`config.mk`:
```
export PLATFORM = sky130hd
export DESIGN_NAME = traffic_phase_scheduler
export DESIGN_NICKNAME = d
export VERILOG_FILES = /design/src/rtl/traffic_pkg.sv /design/src/rtl/traffic_tick_prescaler.sv /design/src/rtl/traffic_phase_scheduler.sv
export SDC_FILE = /design/constraint.sdc
export NUM_CORES = 1
export LEC_CHECK = 0
export CAP_MARGIN = 20
export CORE_ASPECT_RATIO = 0.5
export CORE_MARGIN = 3
export CORE_UTILIZATION = 56
export CTS_BUF_LIST = sky130_fd_sc_hd__clkbuf_2 sky130_fd_sc_hd__clkbuf_4 sky130_fd_sc_hd__clkbuf_8
export CTS_CLUSTER_DIAMETER = 120
export CTS_CLUSTER_SIZE = 25
export DETAILED_ROUTE_END_ITERATION = 10
export PLACE_DENSITY = 0.91
export SLEW_MARGIN = 20
export SYNTH_ARGS = -nofsm -noshare
export SYNTH_HDL_FRONTEND = slang
export SYNTH_SLANG_ARGS = --single-unit
```
`constraint.sdc`:
```
create_clock -name clk -period 3.6 [get_ports clk]
set_input_delay 0.72 -clock clk [delete_from_list [all_inputs] [get_ports clk]]
set_output_delay 0.72 -clock clk [all_outputs]
set_load 0.03 [all_outputs]
```
`src/rtl/traffic_pkg.sv`:
```
// ---------------------------------------------------------------------------
// traffic_pkg
// Shared definitions for the four-approach phase scheduler:
//   - lamp codes driven on the 3-bit lamp buses
//   - approach indices (bit order of req / preempt / grant)
//   - phase state enum
//   - round-robin and priority selection helpers
// ---------------------------------------------------------------------------
package traffic_pkg;

    localparam logic [2:0] LIGHT_RED    = 3'b100;
    localparam logic [2:0] LIGHT_GREEN  = 3'b010;
    localparam logic [2:0] LIGHT_YELLOW = 3'b001;

    localparam logic [1:0] S = 2'd0;
    localparam logic [1:0] E = 2'd1;
    localparam logic [1:0] N = 2'd2;
    localparam logic [1:0] W = 2'd3;

    typedef enum logic [1:0] {
        PH_IDLE   = 2'd0,
        PH_GREEN  = 2'd1,
        PH_YELLOW = 2'd2,
        PH_ALLRED = 2'd3
    } phase_state_e;

    // First requesting approach in the order k+1, k+2, k+3, k (mod 4).
    // Returns k when nothing is requesting; callers gate on |r.
    function automatic logic [1:0] rr_next(input logic [3:0] r, input logic [1:0] k);
        logic [1:0] sel;
        logic [1:0] j;
        logic       found;
        sel   = k;
        found = 1'b0;
        for (int unsigned i = 1; i <= 4; i++) begin
            j = k + 2'(i);
            if (!found && r[j]) begin
                sel   = j;
                found = 1'b1;
            end
        end
        return sel;
    endfunction

    // Lowest-index set bit; returns 0 when the vector is empty.
    function automatic logic [1:0] lowest_set(input logic [3:0] v);
        logic [1:0] sel;
        logic       found;
        sel   = '0;
        found = 1'b0;
        for (int unsigned i = 0; i < 4; i++) begin
            if (!found && v[i]) begin
                sel   = 2'(i);
                found = 1'b1;
            end
        end
        return sel;
    endfunction

endpackage

```
`src/rtl/traffic_tick_prescaler.sv`:
```
// ---------------------------------------------------------------------------
// traffic_tick_prescaler
// Free-running divider producing a single-cycle tick every TICK_DIV cycles.
// Counter runs 0..TICK_DIV-1; tick is high while it equals TICK_DIV-1.
// With TICK_DIV=1 tick is permanently high.
// Ports:
//   clk   in   clock
//   rst   in   synchronous active-high reset (counter -> 0)
//   tick  out  timer tick pulse
// ---------------------------------------------------------------------------
module traffic_tick_prescaler #(
    parameter int unsigned TICK_DIV = 10
) (
    input  logic clk,
    input  logic rst,
    output logic tick
);

    localparam int unsigned CW = (TICK_DIV > 1) ? $clog2(TICK_DIV) : 1;
    localparam logic [CW-1:0] LAST = CW'(TICK_DIV - 1);

    logic [CW-1:0] cnt_q;
    logic [CW-1:0] cnt_d;

    always_comb begin
        tick  = (cnt_q == LAST);
        cnt_d = tick ? '0 : cnt_q + CW'(1);
    end

    always_ff @(posedge clk) begin
        if (rst) begin
            cnt_q <= '0;
        end else begin
            cnt_q <= cnt_d;
        end
    end

endmodule

```
`src/rtl/traffic_phase_scheduler.sv`:
```
// ---------------------------------------------------------------------------
// traffic_phase_scheduler
// Demand-actuated round-robin phase scheduler for a four-approach
// intersection (S, E, N, W). One approach at a time is green; approaches
// without demand are skipped; min/max green, fixed yellow and all-red
// clearance are enforced; green rests on the current approach while no
// other approach is requesting.
//
// Optional feature macro: TRAFFIC_PREEMPT_EN
//   When defined, a 4-bit preempt input forces the current green to yellow
//   and grants the lowest-index preempting approach next.
//
// Ports:
//   clk                     in   clock
//   rst                     in   synchronous active-high reset
//   req[3:0]                in   level demand, bit0=S 1=E 2=N 3=W
//   preempt[3:0]            in   emergency preemption (TRAFFIC_PREEMPT_EN only)
//   light_S/E/N/W[2:0]      out  lamp code 100 red / 010 green / 001 yellow
//   grant[3:0]              out  one-hot approach in green or yellow
//   phase_idx[1:0]          out  last granted approach (round-robin pointer)
// All outputs decode registered state only.
// ---------------------------------------------------------------------------
module traffic_phase_scheduler #(
    parameter int unsigned TICK_DIV  = 10,
    parameter int unsigned GREEN_MIN = 5,
    parameter int unsigned GREEN_MAX = 15,
    parameter int unsigned YELLOW    = 4,
    parameter int unsigned ALLRED    = 1,
    parameter int unsigned TW        = 8
) (
    input  logic       clk,
    input  logic       rst,
    input  logic [3:0] req,
`ifdef TRAFFIC_PREEMPT_EN
    input  logic [3:0] preempt,
`endif
    output logic [2:0] light_S,
    output logic [2:0] light_E,
    output logic [2:0] light_N,
    output logic [2:0] light_W,
    output logic [3:0] grant,
    output logic [1:0] phase_idx
);

    import traffic_pkg::*;

    localparam logic [TW:0] G_MIN_T  = (TW + 1)'(GREEN_MIN);
    localparam logic [TW:0] G_MAX_T  = (TW + 1)'(GREEN_MAX);
    localparam logic [TW:0] YEL_T    = (TW + 1)'(YELLOW);
    localparam logic [TW:0] ALLRED_T = (TW + 1)'(ALLRED);

    phase_state_e  state_q, state_d;
    logic [1:0]    cur_q, cur_d;
    logic [1:0]    idx_q, idx_d;
    logic [TW-1:0] timer_q, timer_d;

    logic          tick;
    logic [TW:0]   e_next;
    logic [TW-1:0] timer_inc;
    logic          others_req;
    logic          go_green;
    logic [1:0]    green_sel;
    logic          pre_any;
    logic [1:0]    pre_tgt;
    logic [2:0]    lamp_code;

    traffic_tick_prescaler #(
        .TICK_DIV (TICK_DIV)
    ) u_prescaler (
        .clk  (clk),
        .rst  (rst),
        .tick (tick)
    );

    always_comb begin
`ifdef TRAFFIC_PREEMPT_EN
        pre_any = |preempt;
        pre_tgt = lowest_set(preempt);
`else
        pre_any = 1'b0;
        pre_tgt = '0;
`endif
    end

    // State register
    always_ff @(posedge clk) begin
        if (rst) begin
            state_q <= PH_IDLE;
            cur_q   <= W;
            idx_q   <= W;
            timer_q <= '0;
        end else begin
            state_q <= state_d;
            cur_q   <= cur_d;
            idx_q   <= idx_d;
            timer_q <= timer_d;
        end
    end

    // Next-state logic. Exit tests use e+1 so that a state lasts exactly its
    // programmed number of ticks; the timer saturates while resting on green.
    always_comb begin
        state_d    = state_q;
        cur_d      = cur_q;
        idx_d      = idx_q;
        timer_d    = timer_q;
        go_green   = 1'b0;
        green_sel  = cur_q;
        e_next     = {1'b0, timer_q} + (TW + 1)'(1);
        timer_inc  = (&timer_q) ? timer_q : timer_q + TW'(1);
        others_req = |(req & ~(4'b0001 << cur_q));

        unique case (state_q)
            PH_IDLE: begin
                if (pre_any) begin
                    go_green  = 1'b1;
                    green_sel = pre_tgt;
                end else if (|req) begin
                    go_green  = 1'b1;
                    green_sel = rr_next(req, idx_q);
                end
            end

            PH_GREEN: begin
                if (pre_any && (pre_tgt != cur_q)) begin
                    state_d = PH_YELLOW;
                    timer_d = '0;
                end else if (pre_any) begin
                    // Preempted approach holds green while its preempt stays set.
                    if (tick) begin
                        timer_d = timer_inc;
                    end
                end else if (tick) begin
                    if ((e_next >= G_MIN_T) &&
                        (!req[cur_q] || (others_req && (e_next >= G_MAX_T)))) begin
                        state_d = PH_YELLOW;
                        timer_d = '0;
                    end else begin
                        timer_d = timer_inc;
                    end
                end
            end

            PH_YELLOW: begin
                if (tick) begin
                    if (e_next == YEL_T) begin
                        state_d = PH_ALLRED;
                        timer_d = '0;
                    end else begin
                        timer_d = timer_inc;
                    end
                end
            end

            PH_ALLRED: begin
                if (tick) begin
                    if (e_next == ALLRED_T) begin
                        timer_d = '0;
                        if (pre_any) begin
                            go_green  = 1'b1;
                            green_sel = pre_tgt;
                        end else if (|req) begin
                            go_green  = 1'b1;
                            green_sel = rr_next(req, cur_q);
                        end else begin
                            state_d = PH_IDLE;
                        end
                    end else begin
                        timer_d = timer_inc;
                    end
                end
            end

            default: begin
                state_d = PH_IDLE;
                timer_d = '0;
            end
        endcase

        if (go_green) begin
            state_d = PH_GREEN;
            cur_d   = green_sel;
            idx_d   = green_sel;
            timer_d = '0;
        end
    end

    // Output decode from registered state
    always_comb begin
        lamp_code = (state_q == PH_GREEN) ? LIGHT_GREEN : LIGHT_YELLOW;
        if ((state_q == PH_GREEN) || (state_q == PH_YELLOW)) begin
            grant = 4'b0001 << cur_q;
        end else begin
            grant = '0;
        end
        light_S   = grant[S] ? lamp_code : LIGHT_RED;
        light_E   = grant[E] ? lamp_code : LIGHT_RED;
        light_N   = grant[N] ? lamp_code : LIGHT_RED;
        light_W   = grant[W] ? lamp_code : LIGHT_RED;
        phase_idx = idx_q;
    end

endmodule

```
==> flow_metrics.tcl, run 1 <==
set metrics [dict create \
    status "completed" \
    drtIter0Drc 70 \
    cts_setup_buffers 0 \
    grt_pass1_wl_mm 6.87 \
    synth_edf_count 0 \
    synth_top_area_share_pct 20.3 \
    whs_ps 494 \
    clk_latency_ps 260 \
    finalPower_mw 1.27 \
    combinationalPowerShare_pct 67.2 \
    cp-end-kind "primary output" \
    fin_worst_skew_ps 9.71 \
    die_h_um 43.6 \
    p_int_uw 638 \
    ant_nets 0 \
    dp_hpwl_mm 3.07 \
    cts_root_buf "clkbuf_8" \
    finalSetupViolCount 0 \
    ctsHoldBuffers 0 \
    vias 1583 \
    crit_path_cell_trace "inv_1 > ha_1 > nand2_1 > nor2_1 > clkdlybuf4s50_1" \
    p_seq_share_pct 19.9 \
    yosysWarnings 0 \
    gp_congestion 0.950 \
    cts_sinks 16 \
    wl_mm 4.10 \
    dr.pass1.iters 4 \
    sw_frac_of_total_pct 49.7 \
    antenna_found_initial 0 \
    p_switching_uw 629 \
    reg2reg_to "timer_q[6]" \
    worst_hold_path.endpoint "u_prescaler.cnt_q[0]" \
    path_delay_family "buffers and inverters" \
    yosys-top-cells-count "inv_1, dfxtp_1, ha_1, nor2_1" \
    rsz0062_at_grt "false" \
    hold_start "u_prescaler.cnt_q[0]" \
    worstHoldPathType "reg -> reg" \
    synth_area_per_cell_um2 7.93 \
    min_period_ps 2920 \
    ys_seq_area_share_pct 20.3 \
    final_util_pct 76.9 \
    synthCells 199 \
    cpPeakStageDelay_ps 700 \
    syn_area_um2 1580 \
    clk_path_buf_depth 2 \
    cts_made_buffers 3 \
    syn_nets 220 \
    fmax_mhz 342 \
    ctsHtreeMaxLevel 1 \
    yosysMostFrequentCell "inv_1" \
    finalCritPeriodShare_pct 81.2 \
    ys_seq_elements 16 \
    rows 12 \
    drive_gt1_share_pct 8.72 \
    finalMaxSlewViolations 0 \
    path_class "reg -> out" \
    routedWlPerCell_um 16.2 \
    rr_worst_depth 8 \
    slowest_stage "clkdlybuf4s50_1" \
    via_per_inst 6.26 \
    ff2ff_setup_slack_ps 830 \
    grt_max_degree 12 \
    crit_fanout 10 \
    n_antenna_cell 0 \
    synthTopCellsByArea "dfxtp_1, ha_1, nor3_1" \
    clk_pin_slew_ps 70 \
    hold-path-cell-count 1 \
    synth_cell_types 53 \
    async_flop_share_pct 0 \
    grt_util_all_layers_pct 24.6 \
    drc 0 \
    cts_tree "yes" \
    cts_resized 0 \
    required_ps 2880 \
    numPortBuffers 23 \
    synth_flop_cell "dfxtp_1" \
    setup_tns_ps 0 \
    grt_pass1_vias 1460 \
    power_density_nw_per_um2 678 \
    hold_viol 0 \
    die_area_um2 3530 \
    initial_core_util_pct 64.9 \
    leakage_nw 0.737 \
    area_growth_pct 18.4 \
    worst_pin_slew_ps 914 \
    final_nets 240 \
    max-slew-margin-rel_pct 39.1 \
    peakVddDrop_mv 0.469 \
    core_um2 2430 \
    place_area_um2 1810 \
    r2r-start "timer_q[0]" \
    die_w_um 81.1 \
    drv_cap 0 \
    power_frac_clock_pct 13.0 \
    final_area_um2 1870 \
    crit_path_start_kind "flip-flop" \
    grt.overflow.total 0 \
    ios 24 \
    yosys.area.top_type "dfxtp_1" \
    path_buf_inv 2 \
    crit_arrival_ps 2200 \
]
==> power groups by stage <==
stage	Combinational [mW]	Sequential, mW	Clock (mW)
2_1_floorplan	0.601	0.255	0
5_1_grt	0.917	0.257	0.171
3_5_place_dp	0.830	0.254	0
3_3_place_gp	0.805	0.252	0
6_report	0.851	0.252	0.164
4_1_cts	0.842	0.250	0.160
==> state kept, by name (all words and copies together) (netlist names) <==
signal,count
timer_q,8
u_prescaler.cnt_q,4
state_q,2
phase_idx,2
==> final cells by class <==
cell class / instances / area, um^2
clock buffer: 4 / 55.1
sequential: 16 / 320
multi-input combinational: 156 / 1150
inverter: 19 / 71.3
tap: 35 / 43.8
fill: 199 / 563
timing repair buffer: 23 / 230
==> layout by cell type (no fill, tap or decap), types with 3 or more instances in the layout <==
master	netlist	final
clkbuf_8	0	4
ha_1	15	15
nor3b_1	3	3
o21bai_1	3	3
clkdlybuf4s50_1	0	23
nor4_1	7	7
o21ai_0	5	5
nand3_2	3	3
nor3_1	14	14
xnor2_1	4	4
nor4b_1	3	3
o22ai_1	5	5
inv_1	18	18
nand2_1	14	14
nand2b_1	3	3
a21o_1	3	3
and2_1	4	4
a21oi_1	6	6
a31oi_1	4	4
and3_1	4	4
nand3_1	4	4
dfxtp_1	16	16
nor2_1	15	15
==> layer usage <==
metal,global-route usage (%),part of all wire [%],vias to the layer above,wire [um]
li1,-,-,771,-
met1,29.8,45,759,1840
met2,44.9,49,47,2010
met3,5.60,4.9,6,200
met4,5.39,1.2,0,48
met5,0,0,-,0
==> metrics by stage <==
stage                     instances  worst slack, ps
final                           253              678
after global routing            253              554
after CTS                       253              709
after detailed placement        249              558
after global placement          249              662
after floorplan                 199              991
==> cells by family (layout without fill, tap and decap cells) <==
group / count (synthesis) / count (layout) / synth area share [%]
XOR/XNOR: 5 / 5 / 2.77
flip-flops: 16 / 16 / 20.3
AO/OA/AOI/OAI: 50 / 50 / 23.7
adder cells (fa/ha/maj): 15 / 15 / 11.9
AND/OR/NAND/NOR: 80 / 80 / 27.6
multiplexers: 6 / 6 / 6.81
buffers and inverters: 27 / 46 / 6.97
==> worst max path at each step <==
stage,startpoint,endpoint,cells after the start
global placement,req[2],timer_q[1],8
CTS,state_q[1],light_S[0],5
global route,state_q[1],light_E[0],5
finish,state_q[1],light_S[0],5
detailed placement,req[2],timer_q[6],8
floorplan,phase_idx[0],phase_idx[1],7
(Power assumes the default switching activity.)
==> run 2, diff against run 1 <==
==> constraint.sdc (replaced) <==
create_clock -name clk -period 2.75 [get_ports clk]
set_input_delay 0.55 -clock clk [delete_from_list [all_inputs] [get_ports clk]]
set_output_delay 0.55 -clock clk [all_outputs]
set_load 0.03 [all_outputs]
==> run 2 against run 1 <==
First-iteration DRC count grew 13%. Final cell count grew 4.7%. Via count grew 3.0%. Critical endpoint is now state_q[0].
==> flow_metrics.tcl, run 2 (synthesized netlist as in run 1, its figures left out) <==
set metrics [dict create \
    p_seq_share_pct 18.0 \
    path_class "reg -> reg" \
    crit_arrival_ps 2800 \
    gr-usage-met3_pct 6.02 \
    combinationalPowerShare_pct 69.2 \
    power_frac_clock_pct 12.8 \
    worst_hold_path.endpoint "u_prescaler.cnt_q[0]" \
    drc 0 \
    grt_util_all_layers_pct 25.1 \
    fillers 155 \
    clk_latency_ps 260 \
    finalMaxSlewViolations 0 \
    regArea_um2 320 \
    status "completed" \
    final_area_um2 1970 \
    final_nets 252 \
    die_h_um 43.6 \
    cp-end-kind "flip-flop" \
    die_w_um 81.1 \
    hold_viol 0 \
    dpl.cell_count 261 \
    use_met1_pct 31.3 \
    dp_hpwl_mm 3.18 \
    top_register "timer_q" \
    dr.pass1.iters 4 \
    place_area_um2 1900 \
    peakVddDrop_mv 0.503 \
    area_growth_pct 25.0 \
    hold-path-cell-count 1 \
    ios 24 \
    vias 1630 \
    worstHoldPathType "reg -> reg" \
    via_per_inst 6.15 \
    grt_pass1_vias 1454 \
    cpPeakStageDelay_ps 440 \
    ctsHoldBuffers 0 \
    grt.overflow.total 0 \
    fmax_mhz 380 \
    ant_nets 0 \
    slowest_stage "dfxtp_1" \
    finalCritPeriodShare_pct 95.8 \
    core_um2 2430 \
    multi_input_area_um2 1150 \
    ctsHtreeMaxLevel 1 \
    numPortBuffers 23 \
    grt.met2_usage_pct 42.1 \
    max-slew-margin-rel_pct 36.5 \
    power_density_nw_per_um2 862 \
    p_int_uw 869 \
    largest_reg_flops 8 \
    reg2reg_to "state_q[0]" \
    drv_cap 0 \
    worst_pin_slew_ps 952 \
    min_period_ps 2630 \
    top_usage_layer "met2" \
    rr_worst_depth 9 \
    finalSetupViolCount 0 \
    crit_path_cell_trace "inv_1 > ha_1 > o21bai_1 > a21boi_0 > o311ai_0 > a41o_1 > a221oi_2 > nand3_1 > a31oi_1" \
    cts_root_buf "clkbuf_8" \
    clk_pin_slew_ps 70 \
    setup_slack_ps 116 \
    die_area_um2 3530 \
    grt_pass1_wl_mm 6.81 \
    ff2ff_setup_slack_ps 120 \
    n_antenna_cell 0 \
    fin_worst_skew_ps 4.59 \
    required_ps 2910 \
    hold_start "u_prescaler.cnt_q[0]" \
    drive_gt1_share_pct 13.9 \
    final-instance-count-excl-fill 265 \
    clk_path_buf_depth 2 \
    largestRegisters "timer_q x8, u_prescaler.cnt_q x4" \
    setup_tns_ps 0 \
    crit_fanout 6 \
    leakage_nw 0.884 \
    r2r-start "timer_q[1]" \
    gp_congestion 0.919 \
    antenna_found_initial 0 \
    rows 12 \
    cts_made_buffers 3 \
    crit_path_start_kind "flip-flop" \
    finalPower_mw 1.70 \
    drtIter0Drc 79 \
    final_cell_mix "inv_1, clkdlybuf4s50_1, dfxtp_1" \
    initial_core_util_pct 64.9 \
    sw_frac_of_total_pct 48.9 \
    wl_mm 4.18 \
    grt_max_degree 12 \
    cts_sinks 16 \
    routedWlPerCell_um 15.8 \
    dp_slack_ps -18.9 \
    p_switching_uw 833 \
    cts_tree "yes" \
]
## run 2: metrics by stage
stage	utilization (%)	hold slack [ps]
2_1_floorplan	-	464
3_3_place_gp	78.3	479
3_5_place_dp	78.3	498
4_1_cts	80.6	505
5_1_grt	81.2	544
6_report	81.2	505
## run 2: routing by layer
metal	vias to the layer above	routed length [um]
met5	-	0
met4	0	93
met3	10	212
met2	57	2010
met1	765	1860
li1	798	-
## run 2: power by group through the flow
stage          logic (mW)  registers [mW]  clock network (mW)
3_5_place_dp         1.15           0.309                   0
2_1_floorplan       0.786           0.334                   0
6_report             1.18           0.307               0.217
3_3_place_gp         1.11           0.306                   0
4_1_cts              1.16           0.306               0.213
5_1_grt              1.27           0.313               0.224
## run 2: worst max path at each step
stage | slack, ps | depth (start not counted) | end | from
finish | 120 | 9 | state_q[0] | timer_q[1]
global route | -40 | 9 | timer_q[3] | timer_q[1]
CTS | 50 | 5 | light_S[0] | state_q[0]
detailed placement | -20 | 8 | timer_q[1] | req[0]
global placement | 60 | 8 | timer_q[0] | req[2]
floorplan | 140 | 7 | phase_idx[1] | phase_idx[0]
## run 2: critical path, delay by kind of cell, from the launching register on
kind                       cells  cell delay, ps
AOI/OAI and AO/OA              6            1500
adders and majority gates      1             340
buffers and inverters          1              80
DFF                            1             440
and+or+nand+nor                1             170
## run 2: area by class of cell
cell class / count / share of cell area [%]
clock buffer: 4 / 2.79
inverter: 19 / 3.61
multi-input combinational: 156 / 58.3
sequential: 16 / 16.2
tap: 35 / 2.22
timing repair buffer: 35 / 16.9
## run 2: timing repair
action | in CTS | in global routing
setup endpoints to repair | 0 | 7
resized for setup | 0 | 6
buffers inserted | 0 | 0
==> RTL change: new RTL, flow settings as in run 2 <==
`TICK_DIV` is set to 10 in 2 places; all go to 20.
--- a/src/rtl/traffic_tick_prescaler.sv
+++ b/src/rtl/traffic_tick_prescaler.sv
@@ -11,3 +11,3 @@
 module traffic_tick_prescaler #(
-    parameter int unsigned TICK_DIV = 10
+    parameter int unsigned TICK_DIV = 20
 ) (
--- a/src/rtl/traffic_phase_scheduler.sv
+++ b/src/rtl/traffic_phase_scheduler.sv
@@ -23,3 +23,3 @@
 module traffic_phase_scheduler #(
-    parameter int unsigned TICK_DIV  = 10,
+    parameter int unsigned TICK_DIV  = 20,
     parameter int unsigned GREEN_MIN = 5,
Behaviour: same outputs for any inputs over 10 cycles, from zero or initial values and one cycle with rst high; that may be too few to reach the edited logic, so the function may still have changed.
==> RTL change against run 2 <==
- critical path depth is 4 lower
- final area is 2.7% higher
- maximum frequency is 2.4% lower
- total power is 8.3% higher
- wire length is 15% higher
- global-route usage is 2.1 points higher
- sequential cell count is 1 higher
- worst setup slack worse by 0.066 ns
- synthesized area is 5.2% higher
- clock power is 7% lower
- critical endpoint is now light_N[1]
- largest cell class unchanged
==> RTL change: results (changes against run 2) <==
Outcome
  – Status: complete, no violations (unchanged)

Pwr
  – Pwr/cell area: 908.7 nW/um^2 (was 862.0 nW/um^2)
  – Combinational power: 0.00131 W (was 0.00118 W)
  – Peak VDD IR: 842.8 uV (was 503.1 uV)
  – Sw Pwr: 0.0009544 W (was 0.0008328 W)
  – Lkg Pwr: 0.8895 nW (was 0.8839 nW)

Global routing
  – Vias in the first global route: 1730 (was 1454)
  – Overall Global Routing Usage: 27.16% (was 25.07%)
  – First-pass GRT wire length: 8045 um (was 6810 um)
  – GR Util met1: 30.39% (was 31.25%)
  – GR Util met3: 6.691% (was 6.017%)
  – Met2 usage: 49.36% (was 42.09%)

Detailed routing
  – 1st-iter DRT viols: 150 (was 79)
  – Vias: 1759 (was 1630)
  – WL met1: 1946 um (was 1857 um)
  – Total length of routed met2 wires: 2293 um (was 2011 um)
  – WL per Instance: 17.92 um (was 15.75 um)
  – Routed WL: 4820 um (was 4175 um)
  – DR pass1 iterations: 5 (was 4)

Placement
  – Placed Area: 1977 um^2 (was 1904 um^2)
  – Inst Count DP: 265 (was 261)
  – Place WS: 0.03120 ns (was -0.01887 ns)
  – Final HPWL DP: 3537 um (was 3179 um)

Finish
  – Fin nets: 253 (was 252)
  – Share of cells above drive strength 1: 15.09% (was 13.91%)
  – Top Registers: timer_q x8, u_prescaler.cnt_q x5 (was timer_q x8, u_prescaler.cnt_q x4)

STA
  – Clock skew: 0.004970 ns (was 0.004593 ns)
  – Hold Slack: 0.4739 ns (was 0.5050 ns)
  – Worst-margin pin slew: 0.5956 ns (was 0.9518 ns)

Worst setup path
  – Worst r2r src: timer_q[0] (was timer_q[1])
  – Top delay family on crit path: buffers and inverters (was compound AO/OA/AOI/OAI gates)
  – R2R Path End: timer_q[6] (was state_q[0])
  – Flop2flop setup slack: 0.22 ns (was 0.12 ns)
  – Slowest stage delay, CP: 0.69 ns (was 0.44 ns)

Clock tree
  – Clock Latency Late Sink: 0.26 ns (about the same)

Synthesis
  – Cell variety after synth: 59 (was 53)
  – Post-synthesis sequential area ratio: 20.50% (was 20.29%)
  – Post-Synthesis Cells: 201 (was 199)
  – Syn nets: 221 (was 220)
==> RTL change: final cells by class <==
type                    count  area (um^2)
repair buffers             37        340.3
clock inverters             1        5.005
clock buffers               3        41.29
fillers                   191        671.9
inverters                  16        60.06
flip-flops and latches     17        340.3
well taps                  37        46.29
multi-input cells         158         1195
==> RTL change: kinds of logic after synthesis <==
family	Yosys count	synth area share (%)
mux	10	9.872
fa+ha+maj	14	10.55
simple gates	77	24.72
xor+xnor	5	3.090
buf+inv	26	7.536
compound gates	52	23.74
flops	17	20.50
==> RTL change: how the worst max path moves through the flow <==
stage | cells past startpoint | to | slack [ns] | from
final | 5 | light_N[1] | 0.05 | state_q[0]
after global routing | 5 | light_N[0] | 0.003 | state_q[0]
after CTS | 5 | light_S[0] | 0.04 | state_q[0]
after detailed placement | 8 | timer_q[0] | 0.03 | req[0]
after global placement | 8 | state_q[0] | 0.15 | req[3]
after floorplan | 9 | phase_idx[1] | 0.33 | phase_idx[0]
